$ cat config.mk
export PLATFORM = sky130hd
export DESIGN_NAME = writeback_ctrl
export DESIGN_NICKNAME = d
export VERILOG_FILES = /design/src/rtl/rvga_types.sv /design/src/rtl/wb_instret_counter.sv /design/src/rtl/writeback_ctrl.sv
export SDC_FILE = /design/constraint.sdc
export NUM_CORES = 1
export LEC_CHECK = 0
export CELL_PAD_IN_SITES_DETAIL_PLACEMENT = 0
export CELL_PAD_IN_SITES_GLOBAL_PLACEMENT = 1
export CORE_ASPECT_RATIO = 1.75
export CORE_MARGIN = 3
export CORE_UTILIZATION = 24
export CTS_CLUSTER_SIZE = 28
export DETAILED_ROUTE_END_ITERATION = 10
export GPL_TIMING_DRIVEN = 1
export PLACE_DENSITY = 0.88
export REMOVE_ABC_BUFFERS = 1
export SLEW_MARGIN = 20
export SYNTH_ARGS = -nofsm -noshare
export SYNTH_HDL_FRONTEND = slang
export SYNTH_SLANG_ARGS = --single-unit
$ cat constraint.sdc
create_clock -name clk_i -period 2.4 [get_ports clk_i]
set_clock_uncertainty 0.15 [all_clocks]
set_input_delay 0.24 -clock clk_i [delete_from_list [all_inputs] [get_ports clk_i]]
set_output_delay 0.24 -clock clk_i [all_outputs]
set_load 0.02 [all_outputs]
$ cat src/rtl/rvga_types.sv
// rtl/rvga_types.sv - shared writeback-stage types: word, writeback type, rd-mux select, FSM state
package rvga_types;

    localparam int RVGA_XLEN = 32;

    typedef logic [RVGA_XLEN-1:0] rvga_word;

    typedef enum logic [1:0] {
        WB_NONE = 2'd0,
        WB_ALU  = 2'd1,
        WB_LINK = 2'd2,
        WB_LOAD = 2'd3
    } wb_type_e;

    typedef enum logic [1:0] {
        RDMUX_ALU  = 2'd0,
        RDMUX_PC4  = 2'd1,
        RDMUX_LD   = 2'd2,
        RDMUX_ZERO = 2'd3
    } rdmux_sel_e;

    typedef enum logic [1:0] {
        IDLE    = 2'd0,
        HOLD    = 2'd1,
        WAIT_LD = 2'd2
    } wb_state_e;

endpackage

$ cat src/rtl/wb_instret_counter.sv
// rtl/wb_instret_counter.sv - 64-bit retired-instruction counter with enable and sync reset
// Only built when RVGA_INSTRET_EN is defined; otherwise no counter flops exist.
`ifdef RVGA_INSTRET_EN
module wb_instret_counter (
    input  logic        clk_i,
    input  logic        reset_i,
    input  logic        en_i,
    output logic [63:0] count_o
);

    logic [63:0] r_count;

    // Natural modulo-2^64 wrap from all-ones back to zero.
    always_ff @(posedge clk_i) begin
        if (reset_i) begin
            r_count <= '0;
        end else if (en_i) begin
            r_count <= r_count + 64'd1;
        end
    end

    assign count_o = r_count;

endmodule
`endif

$ cat src/rtl/writeback_ctrl.sv
// rtl/writeback_ctrl.sv - writeback-stage sequencer: holds one instruction, drives rd-mux and rf write
// Optional retired-instruction counter enabled by RVGA_INSTRET_EN.
module writeback_ctrl
    import rvga_types::*;
#(
    parameter int xlen_p           = 32,
    parameter int reg_addr_width_p = 5
) (
    input  logic                        clk_i,
    input  logic                        reset_i,
    input  logic                        valid_i,
    output logic                        ready_o,
    input  wb_type_e                    wb_type_i,
    input  logic [reg_addr_width_p-1:0] rd_addr_i,
    input  logic [xlen_p-1:0]           pc_i,
    input  logic [xlen_p-1:0]           alu_result_i,
    input  logic                        flush_i,
    input  logic                        ld_valid_i,
    input  logic                        ld_err_i,
    output logic [xlen_p-1:0]           pc_o,
    output logic [xlen_p-1:0]           alu_result_o,
    output logic [1:0]                  rdmux_sel_o,
    output logic                        rd_we_o,
    output logic [reg_addr_width_p-1:0] rd_addr_o,
    output logic                        busy_o,
    output logic [reg_addr_width_p-1:0] busy_rd_o,
    output logic                        ld_exc_o,
    output logic [63:0]                 instret_o
);

    wb_state_e                   r_state;
    wb_type_e                    r_type;
    logic [reg_addr_width_p-1:0] r_rd;
    logic [xlen_p-1:0]           r_pc;
    logic [xlen_p-1:0]           r_alu;

    wb_state_e w_next_state;
    logic      w_accept;
    logic      w_rd_nz;
    logic      w_retire;

    assign w_rd_nz = (r_rd != '0);

    always_ff @(posedge clk_i) begin
        if (reset_i) begin
            r_state <= IDLE;
            r_type  <= WB_NONE;
            r_rd    <= '0;
            r_pc    <= '0;
            r_alu   <= '0;
        end else begin
            r_state <= w_next_state;
            if (w_accept) begin
                r_type <= wb_type_i;
                r_rd   <= rd_addr_i;
                r_pc   <= pc_i;
                r_alu  <= alu_result_i;
            end
        end
    end

    // Outputs are also gated by reset_i so a response landing during reset is dropped.
    always_comb begin
        w_next_state = r_state;
        ready_o      = (r_state != WAIT_LD);
        w_accept     = valid_i && ready_o && !flush_i;
        rdmux_sel_o  = RDMUX_ZERO;
        rd_we_o      = 1'b0;
        ld_exc_o     = 1'b0;
        w_retire     = 1'b0;

        case (r_state)
            HOLD: begin
                case (r_type)
                    WB_ALU:  rdmux_sel_o = RDMUX_ALU;
                    WB_LINK: rdmux_sel_o = RDMUX_PC4;
                    default: rdmux_sel_o = RDMUX_ZERO;
                endcase
                rd_we_o  = ((r_type == WB_ALU) || (r_type == WB_LINK)) && w_rd_nz && !flush_i;
                w_retire = !flush_i;
            end
            WAIT_LD: begin
                rdmux_sel_o = RDMUX_LD;
                rd_we_o     = ld_valid_i && !ld_err_i && w_rd_nz && !flush_i;
                ld_exc_o    = ld_valid_i && ld_err_i && !flush_i;
                w_retire    = ld_valid_i && !ld_err_i && !flush_i;
            end
            default: ;
        endcase

        case (r_state)
            WAIT_LD: if (ld_valid_i) w_next_state = IDLE;
            default: begin
                if (w_accept) begin
                    w_next_state = (wb_type_i == WB_LOAD) ? WAIT_LD : HOLD;
                end else begin
                    w_next_state = IDLE;
                end
            end
        endcase

        if (flush_i) begin
            w_next_state = IDLE;
        end

        if (reset_i) begin
            rd_we_o  = 1'b0;
            ld_exc_o = 1'b0;
            w_retire = 1'b0;
        end
    end

    assign pc_o         = r_pc;
    assign alu_result_o = r_alu;
    assign rd_addr_o    = r_rd;
    assign busy_o       = (r_state != IDLE);
    assign busy_rd_o    = busy_o ? r_rd : '0;

`ifdef RVGA_INSTRET_EN
    wb_instret_counter u_instret_counter (
        .clk_i   (clk_i),
        .reset_i (reset_i),
        .en_i    (w_retire),
        .count_o (instret_o)
    );
`else
    logic w_unused_retire;
    assign w_unused_retire = w_retire;
    assign instret_o       = 64'd0;
`endif

endmodule

==> results of run 1 <==
-- layer usage --
metal / up-vias / global-route usage (%) / part of all wire (%)
met5: - / 0 / 0
met4: 0 / 5.00 / 1.8
met3: 9 / 3.11 / 7.3
met2: 141 / 23.6 / 56
met1: 1367 / 11.7 / 35
li1: 1458 / - / -
-- sequential cells by signal (all words and copies together), names as in the netlist --
| register | count |
|---|---|
| r_type | 2 |
| pc_o | 32 |
| r_state | 2 |
| alu_result_o | 32 |
| rd_addr_o | 5 |
-- per-stage QoR --
stage | cell area [sq um] | std cells
5_1_grt | 4950 | 730
6_report | 4950 | 730
3_5_place_dp | 4650 | 715
3_3_place_gp | 4650 | 715
4_1_cts | 4950 | 730
2_1_floorplan | 2810 | 384
-- repair_timing --
item / CTS / global route
endpoints found under the setup margin: 1 / 1
gates resized for setup: 1 / 1
pin swaps: 0 / 0
-- synth_stat cells, types with 2 or more instances --
cell / number / area (sq um)
sky130_fd_sc_hd__inv_1: 5 / 18.8
sky130_fd_sc_hd__nand2_1: 144 / 541
sky130_fd_sc_hd__ha_1: 4 / 50.1
sky130_fd_sc_hd__buf_4: 71 / 533
sky130_fd_sc_hd__nor2_1: 3 / 11.3
sky130_fd_sc_hd__buf_8: 7 / 105
sky130_fd_sc_hd__nor2b_1: 6 / 37.5
sky130_fd_sc_hd__nor3_1: 3 / 15.0
sky130_fd_sc_hd__clkbuf_1: 8 / 30.0
sky130_fd_sc_hd__a21oi_1: 71 / 355
sky130_fd_sc_hd__nand2_2: 2 / 12.5
sky130_fd_sc_hd__dfxtp_1: 73 / 1460
sky130_fd_sc_hd__nand3_1: 2 / 10.0
-- layout make-up --
class / count / area share (%)
clock buffer: 11 / 4.90
clock inverter: 4 / 1.09
inverter: 5 / 0.379
multi-input combinational: 306 / 27.0
sequential: 73 / 29.5
tap: 171 / 4.32
timing repair buffer: 160 / 32.8
-- critical path: stages (launching register included) --
cell                              delay (ns)
sky130_fd_sc_hd__dfxtp_1                0.37
sky130_fd_sc_hd__inv_1                  0.08
sky130_fd_sc_hd__ha_1                   0.26
sky130_fd_sc_hd__nor2b_1                0.15
sky130_fd_sc_hd__clkdlybuf4s50_1        0.62
-- worst max path at each step --
stage / start / endpoint / cells after the start
floorplan: r_state[0] / r_state[1] / 5
global placement: ld_valid_i / rd_we_o / 5
detailed placement: flush_i / rd_we_o / 4
CTS: r_type[1] / rd_we_o / 5
global route: r_state[1] / busy_rd_o[1] / 4
finish: r_state[1] / busy_rd_o[1] / 4
-- power groups by stage --
stage | clock [uW] | combinational, uW | sequential (uW)
5_1_grt | 1430 | 599 | 1300
3_5_place_dp | 0 | 561 | 1320
4_1_cts | 1390 | 563 | 1300
3_3_place_gp | 0 | 554 | 1320
2_1_floorplan | 0 | 192 | 1390
6_report | 1330 | 558 | 1300
-- logic make-up after synthesis --
| family | Yosys count |
|---|---|
| and+or+nand+nor | 163 |
| buffers and inverters | 93 |
| AOI/OAI and AO/OA | 74 |
| DFF | 73 |
| adders and majority gates | 4 |
| muxes | 1 |
| other | 1 |
==> impl_metrics.tcl, run 1 <==
set metrics [dict create \
    outcome "complete, no violations" \
    share_of_final_layout_standard_cells_stronger_than_drive_strength_1_pct 4.29 \
    drv_cap 0 \
    min-delay-path-class "reg -> reg" \
    finalHoldWorstSlack_ns 0.302 \
    antennaDiodeCount 0 \
    die_h_microns 160 \
    r2r_start "r_state[0]" \
    most-common-layout-cells "154 x sky130_fd_sc_hd__clkdlybuf4s50_1, 144 x sky130_fd_sc_hd__nand2_1, 73 x sky130_fd_sc_hd__dfxtp_1" \
    internal-power_uw 2350 \
    globalplace.congestion 0.715 \
    synth_top_family_by_area "buffers and inverters" \
    comb_power_share_pct 17.5 \
    whs_path_depth 2 \
    timing_worst_setup_path_type "reg -> out" \
    synth-compound-area-share_pct 11.6 \
    synthArstFlopShare_pct 0 \
    floorplan.core_area_sq_um 13100 \
    first_pass_iteration_count_of_the_detailed_router 4 \
    worst-slew-pin-transition_ns 0.777 \
    insertion_delay_ns 0.32 \
    dominantRegCellSynth "sky130_fd_sc_hd__dfxtp_1" \
    first_global_vias 2835 \
    rsz0062_at_grt "no" \
    static_power_due_to_leakage_uw 0.00189 \
    tritoncts "built" \
    cp.required_ns 2.01 \
    max_frequency_mhz 456 \
    syn_area_per_cell_sq_um 7.97 \
    report.power.total_uw 3180 \
    share_seq_of_total_power_pct 40.7 \
    p_per_area_nw_per_um2 643 \
    r2r_cells 6 \
    multiplexer_share_of_the_synthesized_area_pct 0.307 \
    dp_hpwl_microns 6920 \
    syn-cell-area_sq_um 3260 \
    synth-seq-area-share_pct 44.9 \
    multiInputGateArea_sq_um 1340 \
    via_count 2975 \
    synth-adder-area-share_pct 1.54 \
    setup_tns_final_ns 0 \
    count_of_final_max_slew_check_failures 0 \
    peak_supply_drop_v 0.000321 \
    layout_commonest_cell "sky130_fd_sc_hd__clkdlybuf4s50_1" \
    antenna_found_initial 0 \
    detail_route.iter0.violations 98 \
    finalCritPeriodShare_pct 91.4 \
    cts_num_sinks 73 \
    detail_route.vias_per_cell 4.08 \
    globalRouteOverflowTotal 0 \
    synth_edf_count 0 \
    cp_data_arrival_time_ns 1.80 \
    area_delta_synth_final_pct 52.1 \
    slew_headroom_pct 48.2 \
    cp_max_fo 6 \
    cts_setup_buffers 0 \
    grt_start_max_net_pins 74 \
    design.die.area_sq_um 15100 \
    initial_core_util_pct 24.9 \
    hold_end "pc_o[26]" \
    area.sequential_sq_um 1460 \
    worstHoldStart "pc_o[26]" \
    core.rowCount 55 \
    drc_errors 0 \
    fill_cells 1333 \
    die_w_microns 94.1 \
    synth_xor_xnor_area_share_pct 0 \
    critical_path.endpoint_type "primary output" \
    clockBufferDepth 2 \
    antenna_violating_nets_post_route 0 \
    finalCriticalPeriod_ns 2.19 \
    port_buffers 156 \
    routedWlPerCell_microns 12.9 \
    synth_simple_gate_area_share_pct 20.0 \
    finalHoldViolCount 0 \
    dpl_worst_slack_ns 0.296 \
    power.switching_uw 838 \
    cts.hold.buffers_added 0 \
    cts.htree.levels 3 \
    sw_share_pct 26.3 \
    grt_util_all_layers_pct 12.2 \
    detail_route.wirelength_microns 9450 \
    clkSlewWorstSetupHoldPaths_ns 0.06 \
    synth_seq_cells 73 \
    clockPowerShare_pct 41.8 \
    finalSetupViolCount 0 \
    worst_slack_ns 0.207 \
    netlist_instances 409 \
    cts_root_buffer "sky130_fd_sc_hd__clkbuf_16" \
    number_of_ports_placed_on_the_die_boundary 221 \
    synth.yosys.warnings 0 \
    cts-buffers-inserted 9 \
    first_pass_grt_wire_length_microns 14200 \
    final_util_pct 37.9 \
    crit-reg2reg-capture "pc_o[25]" \
    distinct_cell_type_count_of_the_synthesized_netlist 23 \
    regToRegSetupSlack_ns 0.50 \
    startpoint_type "flip-flop" \
    final_net_count 636 \
]
(Power assumes the default switching activity.)
==> run 2: changes to the inputs <==
--- a/config.mk
+++ b/config.mk
@@ -14,7 +14,6 @@
 export DETAILED_ROUTE_END_ITERATION = 10
 export GPL_TIMING_DRIVEN = 1
 export PLACE_DENSITY = 0.88
-export REMOVE_ABC_BUFFERS = 1
 export SLEW_MARGIN = 20
 export SYNTH_ARGS = -nofsm -noshare
 export SYNTH_HDL_FRONTEND = slang
==> impl_metrics.tcl, run 2 (synthesis results as in run 1) <==
set metrics [dict create \
    via_count 2965 \
    critPathMostFrequentCell "sky130_fd_sc_hd__inv_1" \
    insertion_delay_ns 0.32 \
    detail_route.iter0.violations 87 \
    crit-reg2reg-capture "pc_o[5]" \
    layout_commonest_cell "sky130_fd_sc_hd__clkdlybuf4s50_1" \
    fill_cells 1350 \
    worst-slew-pin-transition_ns 0.745 \
    core.rowCount 55 \
    share_of_final_layout_standard_cells_stronger_than_drive_strength_1_pct 4.46 \
    cts.htree.levels 3 \
    cts.hold.buffers_added 0 \
    placed_cell_area_sq_um 4640 \
    dp_hpwl_microns 6830 \
    startpoint_type "flip-flop" \
    rsz0062_at_grt "no" \
    min-delay-path-class "reg -> reg" \
    worstPathCellList "inv_1, ha_2, inv_1, nand3_1, clkdlybuf4s50_1" \
    slew_headroom_pct 50.3 \
    regToRegSetupSlack_ns 0.47 \
    r2r_start "r_state[0]" \
    area_delta_synth_final_pct 52.3 \
    slowest_delay_ns 0.66 \
    dpl_worst_slack_ns 0.274 \
    grt_use_met1_pct 11.2 \
    most-common-layout-cells "154 x sky130_fd_sc_hd__clkdlybuf4s50_1, 144 x sky130_fd_sc_hd__nand2_1, 73 x sky130_fd_sc_hd__dfxtp_1" \
    cts-buffers-inserted 9 \
    static_power_due_to_leakage_uw 0.00190 \
    critical_path.endpoint_type "primary output" \
    cp.required_ns 2.01 \
    r2r_cells 6 \
    cts_num_sinks 73 \
    cp_data_arrival_time_ns 1.83 \
    crit_path_start "r_state[0]" \
    placedCellCount 716 \
    first_pass_iteration_count_of_the_detailed_router 4 \
    antennaDiodeCount 0 \
    die_h_microns 160 \
    antenna_violating_nets_post_route 0 \
    setup_tns_final_ns 0 \
    max_frequency_mhz 450 \
    drc_errors 0 \
    finalNonFillerCells 732 \
    grt_util_all_layers_pct 11.7 \
    initial_core_util_pct 24.9 \
    global_route.peak_usage_layer "met2" \
    crit_slowest_cell "sky130_fd_sc_hd__clkdlybuf4s50_1" \
    detail_route.vias_per_cell 4.05 \
    clockBufferDepth 2 \
    detail_route.wirelength_microns 9100 \
    timing_worst_setup_path_type "reg -> out" \
    globalRouteOverflowTotal 0 \
    first_global_vias 2944 \
    port_buffers 156 \
    grt_start_max_net_pins 74 \
    floorplan.core_area_sq_um 13100 \
    first_pass_grt_wire_length_microns 14000 \
    design.die.area_sq_um 15100 \
    number_of_ports_placed_on_the_die_boundary 221 \
    routedWlPerCell_microns 12.4 \
    clkSlewWorstSetupHoldPaths_ns 0.05 \
    use_met3_pct 3.39 \
    drv_cap 0 \
    antenna_found_initial 0 \
    p_per_area_nw_per_um2 659 \
    crit_path_end "rdmux_sel_o[1]" \
    die_w_microns 94.1 \
    cts_root_buffer "sky130_fd_sc_hd__clkbuf_16" \
    met2_usage_pct 22.4 \
    whs_path_depth 2 \
    outcome "complete, no violations" \
    cts_setup_buffers 0 \
    post-route-cell-area_sq_um 4960 \
    worst_slack_ns 0.177 \
    globalplace.congestion 0.750 \
    peak_supply_drop_v 0.000316 \
    finalHoldViolCount 0 \
    tritoncts "built" \
    finalSetupViolCount 0 \
    finalCritPeriodShare_pct 92.6 \
    finalHoldWorstSlack_ns 0.301 \
    final_net_count 637 \
    count_of_final_max_slew_check_failures 0 \
    cp_max_fo 7 \
    finalCriticalPeriod_ns 2.22 \
]
run 2: cell count changes in the layout (fill, tap and decap cells not counted):
cell	change
sky130_fd_sc_hd__buf_12	-2
sky130_fd_sc_hd__buf_4	+3
sky130_fd_sc_hd__bufinv_16	+1
sky130_fd_sc_hd__clkbuf_1	+1
sky130_fd_sc_hd__clkinvlp_4	-1
run 2: metal layers:
metal  wire, microns  part of all wire (%)
met1            3150                    35
met2            5000                    55
met3             690                   7.6
met4             255                   2.8
met5               0                     0
run 2: what timing repair did:
item	4_1_cts	5_1_grt
setup endpoints to repair	1	1
endpoints found under the hold margin	0	0
pin swaps	0	0
resized for setup	1	1
run 2: where the power goes:
part / internal [uW] / leakage, uW / switching (uW)
Clock: 941 / 0.000153 / 486
Combinational: 245 / 0.00115 / 304
Sequential: 1270 / 0.000597 / 29.2
run 2: area by class of cell:
| class | instances | area [sq um] | area share, % |
|---|---|---|---|
| clock inverters | 4 | 76.3 | 1.54 |
| flip-flops and latches | 73 | 1460 | 29.4 |
| well taps | 171 | 214 | 4.31 |
| clock buffers | 12 | 246 | 4.97 |
| multi-input cells | 306 | 1340 | 26.9 |
| inverters | 5 | 18.8 | 0.378 |
| repair buffers | 161 | 1610 | 32.4 |
run 2: critical path: cells and delay by family, from the launching register on:
family	cells	cell delay, ns
adder cells (fa/ha/maj)	1	0.25
buffers and inverters	3	0.85
flip-flops	1	0.32
AND/OR/NAND/NOR	1	0.10
run 2: metrics by stage:
step	util, %	total power [uW]
5_1_grt	38.0	3440
3_5_place_dp	35.5	1880
4_1_cts	37.9	3350
3_3_place_gp	35.5	1870
6_report	38.0	3270
2_1_floorplan	-	1700
run 2: how the worst min path moves through the flow:
stage,startpoint,end,slack (ns)
floorplan,flush_i,r_state[0],0.17
global placement,pc_o[16],pc_o[16],0.29
detailed placement,alu_result_o[31],alu_result_o[31],0.30
CTS,alu_result_i[9],alu_result_o[9],0.29
global route,rd_addr_i[3],rd_addr_o[3],0.30
finish,alu_result_o[14],alu_result_o[14],0.30
